## src/rtl/axby_if_ctrl.sv

```systemverilog
// axby_if_ctrl
// Host-interface sequencer for the AX+BY datapath. Loads NOPS operand
// registers via one-hot PL pulses, runs the core (START) until its done flag
// SETRDYP arrives (optionally guarded by a TMO-cycle watchdog), then steps a
// one-hot OE across the NOUT result words, most-significant word first.
//
// Ports
//   clk          rising-edge clock
//   reset        synchronous active-low reset
//   WR / RD      host write / read strobes (levels)
//   SETRDYP      core done flag (level)
//   ABORT        synchronous return to IDLE from any state
//   PL           one-hot operand load pulse (PL[i] loads operand i)
//   START        core run enable, high from RUN through RDEND
//   RDYP         result ready to the host
//   OE           one-hot result output enable (OE[NOUT-1] is the MS word)
//   WIDX / RIDX  operands loaded / result words read so far
//   ERR          watchdog expired
//   dbg_state_o  registered FSM state, for checkers and debug
//
// Handshake: WR and RD are level strobes. A strobe is accepted on the rising
// edge where it is sampled high in a state that listens for it; each accepted
// assertion produces exactly one transfer (one PL pulse, or one OE window),
// and the next transfer needs the strobe to be sampled low then high again.
// Strobes sampled in states that do not listen for them are ignored.

module axby_if_ctrl #(
  parameter int NOPS = 2,
  parameter int NOUT = 2,
  parameter int TMO  = 0,
  localparam int WW  = $clog2(NOPS) + 1,
  localparam int RW  = $clog2(NOUT) + 1
) (
  input  logic            clk,
  input  logic            reset,
  input  logic            WR,
  input  logic            RD,
  input  logic            SETRDYP,
  input  logic            ABORT,
  output logic [NOPS-1:0] PL,
  output logic            START,
  output logic            RDYP,
  output logic [NOUT-1:0] OE,
  output logic [WW-1:0]   WIDX,
  output logic [RW-1:0]   RIDX,
  output logic            ERR,
  output logic [3:0]      dbg_state_o
);

  // tc must still be at least one bit wide when the watchdog is disabled.
  localparam int TCW = (TMO > 0) ? $clog2(TMO + 1) : 1;
  localparam logic [TCW-1:0] TC_LAST = (TMO > 0) ? TCW'(TMO - 1) : '0;
  localparam logic [TCW-1:0] TC_MAX  = {TCW{1'b1}};
  localparam bit WD_EN = (TMO > 0);

  typedef enum logic [3:0] {
    S_IDLE  = 4'd0,
    S_LOAD  = 4'd1,
    S_LHOLD = 4'd2,
    S_LWAIT = 4'd3,
    S_RUN   = 4'd4,
    S_RWAIT = 4'd5,
    S_RDOUT = 4'd6,
    S_RDEND = 4'd7,
    S_FAULT = 4'd8
  } state_e;

  state_e         state_q, state_d;
  logic [WW-1:0]  wi_q, wi_d;
  logic [RW-1:0]  ri_q, ri_d;
  logic [TCW-1:0] tc_q, tc_d;

  logic [WW-1:0]  wi_inc;
  logic [RW-1:0]  ri_inc;

  // Index counters stop at their limits rather than wrapping.
  assign wi_inc = (wi_q == WW'(NOPS)) ? wi_q : wi_q + WW'(1);
  assign ri_inc = (ri_q == RW'(NOUT)) ? ri_q : ri_q + RW'(1);

  // Next-state logic
  always_comb begin
    state_d = state_q;
    wi_d    = wi_q;
    ri_d    = ri_q;
    tc_d    = tc_q;
    case (state_q)
      S_IDLE: begin
        wi_d = '0;
        ri_d = '0;
        tc_d = '0;
        if (WR) state_d = S_LOAD;
      end
      S_LOAD: begin
        wi_d = wi_inc;
        if (WR) begin
          state_d = S_LHOLD;
        end else if (wi_inc == WW'(NOPS)) begin
          // Last operand written with a short strobe: skip LWAIT.
          state_d = S_RUN;
          tc_d    = '0;
        end else begin
          state_d = S_LWAIT;
        end
      end
      S_LHOLD: begin
        if (!WR) begin
          if (wi_q == WW'(NOPS)) begin
            state_d = S_RUN;
            tc_d    = '0;
          end else begin
            state_d = S_LWAIT;
          end
        end
      end
      S_LWAIT: begin
        if (WR) state_d = S_LOAD;
      end
      S_RUN: begin
        // Done flag wins over a watchdog expiry in the same cycle.
        if (SETRDYP) begin
          state_d = S_RWAIT;
        end else if (WD_EN && (tc_q == TC_LAST)) begin
          state_d = S_FAULT;
          wi_d    = '0;
          ri_d    = '0;
        end else if (tc_q != TC_MAX) begin
          tc_d = tc_q + TCW'(1);
        end
      end
      S_RWAIT: begin
        if (RD) state_d = S_RDOUT;
      end
      S_RDOUT: begin
        if (!RD) begin
          ri_d    = ri_inc;
          state_d = (ri_inc == RW'(NOUT)) ? S_RDEND : S_RWAIT;
        end
      end
      S_RDEND: begin
        state_d = S_IDLE;
        wi_d    = '0;
        ri_d    = '0;
      end
      S_FAULT: begin
        state_d = S_FAULT;
      end
      default: begin
        state_d = S_IDLE;
        wi_d    = '0;
        ri_d    = '0;
        tc_d    = '0;
      end
    endcase

    if (ABORT) begin
      state_d = S_IDLE;
      wi_d    = '0;
      ri_d    = '0;
      tc_d    = '0;
    end
  end

  always_ff @(posedge clk) begin
    if (!reset) begin
      state_q <= S_IDLE;
      wi_q    <= '0;
      ri_q    <= '0;
      tc_q    <= '0;
    end else begin
      state_q <= state_d;
      wi_q    <= wi_d;
      ri_q    <= ri_d;
      tc_q    <= tc_d;
    end
  end

  // Moore output decode from registered state and counters only.
  always_comb begin
    PL    = '0;
    OE    = '0;
    START = 1'b0;
    RDYP  = 1'b0;
    ERR   = 1'b0;
    for (int i = 0; i < NOPS; i++) begin
      PL[i] = (state_q == S_LOAD) && (wi_q == WW'(i));
    end
    // OE bit j is the word read when ri == NOUT-1-j, giving MS word first.
    for (int j = 0; j < NOUT; j++) begin
      OE[j] = (state_q == S_RDOUT) && (ri_q == RW'(NOUT - 1 - j));
    end
    START = (state_q inside {S_RUN, S_RWAIT, S_RDOUT, S_RDEND});
    RDYP  = (state_q inside {S_RWAIT, S_RDOUT, S_RDEND});
    ERR   = (state_q == S_FAULT);
  end

  assign WIDX        = wi_q;
  assign RIDX        = ri_q;
  assign dbg_state_o = state_q;

endmodule

```

## config.mk

```make
export PLATFORM = sky130hd
export DESIGN_NAME = axby_if_ctrl
export DESIGN_NICKNAME = d
export VERILOG_FILES = /design/src/rtl/axby_if_ctrl.sv
export SDC_FILE = /design/constraint.sdc
export NUM_CORES = 1
export LEC_CHECK = 0
export CAP_MARGIN = 20
export CORE_UTILIZATION = 40
export CTS_CLUSTER_SIZE = 16
export DETAILED_ROUTE_END_ITERATION = 8
export DONT_BUFFER_PORTS = 1
export GPL_TIMING_DRIVEN = 0
export PLACE_DENSITY = 0.65
export SYNTH_ARGS = -nofsm -noshare
export SYNTH_HDL_FRONTEND = slang
export SYNTH_SLANG_ARGS = --single-unit
```

## constraint.sdc

```tcl
create_clock -name clk -period 2.5 [get_ports clk]
set_input_delay 0.25 -clock clk [delete_from_list [all_inputs] [get_ports clk]]
set_output_delay 0.25 -clock clk [all_outputs]
set_load 0.1 [all_outputs]
```

==> reports/results.env <==
WORST-SLEW-PIN-TRANSITION_NS=0.990
DRV_CAP=0
CLOCK-SINKS=8
DIE_H_MICRONS=44.8
PLACE.GP.CONGESTION=0.891
CTS_ROOT_BUF='sky130_fd_sc_hd__clkbuf_4'
P_SW_mW=0.104
MAPPEDNETLISTAREA_SQ_UM=732
LEAKAGE_nW=0.333
ROUTE.DETAILED.VIAS_PER_INST=5.58
CTS_INSERTED_BUFFERS=3
DRC=0
NET_SWITCHING_SHARE_OF_THE_TOTAL_POWER_PCT=32.7
HPWLAFTERDP_MM=1.20
CRITPATHLAUNCHTYPE='register'
YOSYSSEQAREASHARE_PCT=21.9
CORE_AREA_SQ_UM=1730
GRT_PASS1_WL_MM=2.62
PLACEMENTROWS=15
ANTENNA_VIOLATING_NETS_POST_ROUTE=0
MAX-VDD-IR-DROP_mV=0.207
COMBPWRFRAC_PCT=19.0
SEQPWRFRAC_PCT=45.8
REPORT.FINAL.SETUP_VIOL=0
POSTSYNTH.TOPFLOPCELL='sky130_fd_sc_hd__dfxtp_1'
MAXCLOCKFREQUENCY_MHz=431
GR-USAGE-ALL-LAYERS_PCT=18.1
SYNTH_ENABLE_FLOP_CELLS=0
LAYOUT-DRIVE-GT1-SHARE_PCT=26.8
HTREE_NUM_LEVELS=1
SYNTH_LARGEST_AREA_CELL='sky130_fd_sc_hd__dfxtp_1'
CTS-HOLD-FIX-BUFFERS=0
PLACE_WORST_SETUP_SLACK_NS=0.0783
ANTENNA_VIOLATIONS_BEFORE_REPAIR=0
DIE-AREA_SQ_UM=2000
RUN_STATUS='complete, no violations'
DRT-WIRELENGTH-PER-CELL_MICRONS=12.8
FINAL_MIN_PERIOD_OVER_CLOCK_PERIOD_PCT=92.8
DR.FIRST_ITER.DRC_COUNT=20
FIRST_GLOBAL_VIAS=618
DRV_SLEW=0
POST_SYNTH_CELL_TYPES=36
PIN_COUNT_OF_THE_BIGGEST_NET_ENTERING_GLOBAL_ROUTING=11
FLIP_FLOP_AND_LATCH_COUNT_AFTER_SYNTHESIS=8
INSERTEDDIODECOUNT=0
YS_ASYNC_SR_FRACTION_PCT=0
SETUP_WS_NS=0.179
CTS_TREE='built'
YS.WARNINGS.COUNT=0
FLOORPLAN.INITIALDENSITY_PCT=42.4
POST-CTS-SETUP-BUFFER-COUNT=0
COUNT_OF_FINAL_HOLD_CHECK_VIOLATIONS=0
CRITICALPATHCATEGORY='reg2out'
CLOCK_LATENCY_NS=0.26
WORST-ENDPOINT-REQUIRED_NS=2.25
PLACE_INST=118
DR_TOTAL_VIAS=681
POWER_DENSITY_nW_PER_UM2=379
SYN_AREA_PER_CELL_SQ_UM=7.96
DRTPASS1ITERATIONS=4
SHARE_CLK_OF_TOTAL_POWER_PCT=35.2
YS_TOP_CELLS_BY_AREA='sky130_fd_sc_hd__dfxtp_1 22%, sky130_fd_sc_hd__ha_1 10%, sky130_fd_sc_hd__nand2b_1 5.1%, sky130_fd_sc_hd__mux2i_1 4.1%, sky130_fd_sc_hd__inv_1 4.1%'
CRITPATHMAXFANOUT=3
LAYOUT_COMMONEST_CELL='sky130_fd_sc_hd__inv_1'
SYN2LAYOUT_AREA_GROWTH_PCT=14.4
FINALWORSTPATHREQUIREDPERIOD_NS=2.32
RSZ_0062_RAISED_AFTER_GLOBAL_ROUTING='false'
FINCLKSKEW_NS=0.00406
WORST_HOLD_PATH_TYPE='in2reg'
CLOCKBUFFERDEPTH=2
FINISH.CELL_COUNT_WITHOUT_FILLERS=122
YOSYSTOPAREACELLSHARE_PCT=21.9
DIEWIDTH_MICRONS=44.8
FILLERINSTANCES=174
CP.ARRIVAL_NS=2.07
SLEW_HEADROOM_PCT=33.9
SYN-NUM-NETS=104
OVERFLOW=0
DETAIL_ROUTE.WIRELENGTH_MM=1.57
BUFFER_PORTS.INSERTED=0
INTERNAL_POWER_SUMMED_OVER_ALL_CELLS_mW=0.214
SYNTH_CELLS=92
CLKTRANSATPATHREGS_NS=0.06
FINAL.SETUP.TNS_NS=0
CP-END-KIND='output pin'
NUM-NETS-FINAL=110
IO_PINS=21
## cell usage after synthesis, types with 2 or more instances
library cell and number:
sky130_fd_sc_hd__nor3_1 4, sky130_fd_sc_hd__inv_1 8, sky130_fd_sc_hd__nand2_1 6, sky130_fd_sc_hd__a22o_1 2, sky130_fd_sc_hd__o22ai_1 2, sky130_fd_sc_hd__dfxtp_1 8, sky130_fd_sc_hd__a31oi_1 2, sky130_fd_sc_hd__nor3b_1 2
sky130_fd_sc_hd__nor2b_1 2, sky130_fd_sc_hd__nor2_1 7, sky130_fd_sc_hd__nand3_1 2, sky130_fd_sc_hd__ha_1 6, sky130_fd_sc_hd__and3_1 4, sky130_fd_sc_hd__buf_6 2, sky130_fd_sc_hd__buf_2 3, sky130_fd_sc_hd__a21oi_1 2
sky130_fd_sc_hd__mux2i_1 3, sky130_fd_sc_hd__nand2b_1 6, sky130_fd_sc_hd__and2_1 4
## worst max-delay path: stages (launching register included)
cell	delay [ns]
sky130_fd_sc_hd__dfxtp_1	0.97
sky130_fd_sc_hd__inv_1	0.21
sky130_fd_sc_hd__ha_1	0.24
sky130_fd_sc_hd__and3_2	0.39
## sequential cells by signal (all words and copies together), names as in the netlist
register	count
RIDX	2
WIDX	2
dbg_state_o	4
## timing repair
item | CTS | global route
pin swaps | 0 | 0
hold endpoints to repair | 0 | 0
endpoints found under the setup margin | 5 | 1
resized for setup | 6 | 2
## power groups by stage
stage / Clock (mW) / Sequential [mW] / Combinational [mW]
global route: 0.125 / 0.146 / 0.0656
floorplan: 0 / 0.148 / 0.0520
detailed placement: 0 / 0.148 / 0.0588
CTS: 0.114 / 0.145 / 0.0600
finish: 0.112 / 0.146 / 0.0603
global placement: 0 / 0.148 / 0.0581
## cells by family after synthesis
family,synth area share (%)
AND/OR/NAND/NOR,35.2
AO/OA/AOI/OAI,16.6
buffers and inverters,9.74
flip-flops,21.9
adder cells (fa/ha/maj),10.3
multiplexers,4.10
XOR/XNOR,2.22
## area by class of cell
| cell class | count | area (sq um) | area share [%] |
|---|---|---|---|
| multi-input cells | 70 | 522 | 62.3 |
| flip-flops and latches | 8 | 171 | 20.5 |
| plain buffers | 6 | 41.3 | 4.93 |
| well taps | 25 | 31.3 | 3.74 |
| inverters | 8 | 30.0 | 3.59 |
| clock buffers | 4 | 26.3 | 3.14 |
| repair buffers | 1 | 15.0 | 1.79 |
## layer usage
layer  up-vias  track usage [%]  share of wire [%]
li1        335                -                  -
met1       313             22.5                 45
met2        29             29.1                 45
met3         4             4.40                8.0
met4         0             9.09                1.7
met5         -                0                  0
## stage by stage
stage	util, %	power, mW	hold WS [ns]	area (sq um)
5_1_grt	48.5	0.336	0.303	837
4_1_cts	48.3	0.319	0.295	835
3_5_place_dp	46.2	0.207	0.557	797
2_1_floorplan	-	0.200	0.525	751
6_report	48.5	0.317	0.286	837
3_3_place_gp	45.3	0.207	0.556	782
## final timing paths
check	startpoint	to	slack [ns]	depth (start not counted)
max	RIDX[1]	OE[0]	0.18	3
min	RD	dbg_state_o[1]	0.29	3
max reg2reg	RIDX[1]	dbg_state_o[1]	0.35	5
min reg2reg	RIDX[0]	RIDX[0]	0.73	2
Note: power is estimated with default switching activity, not from simulation.
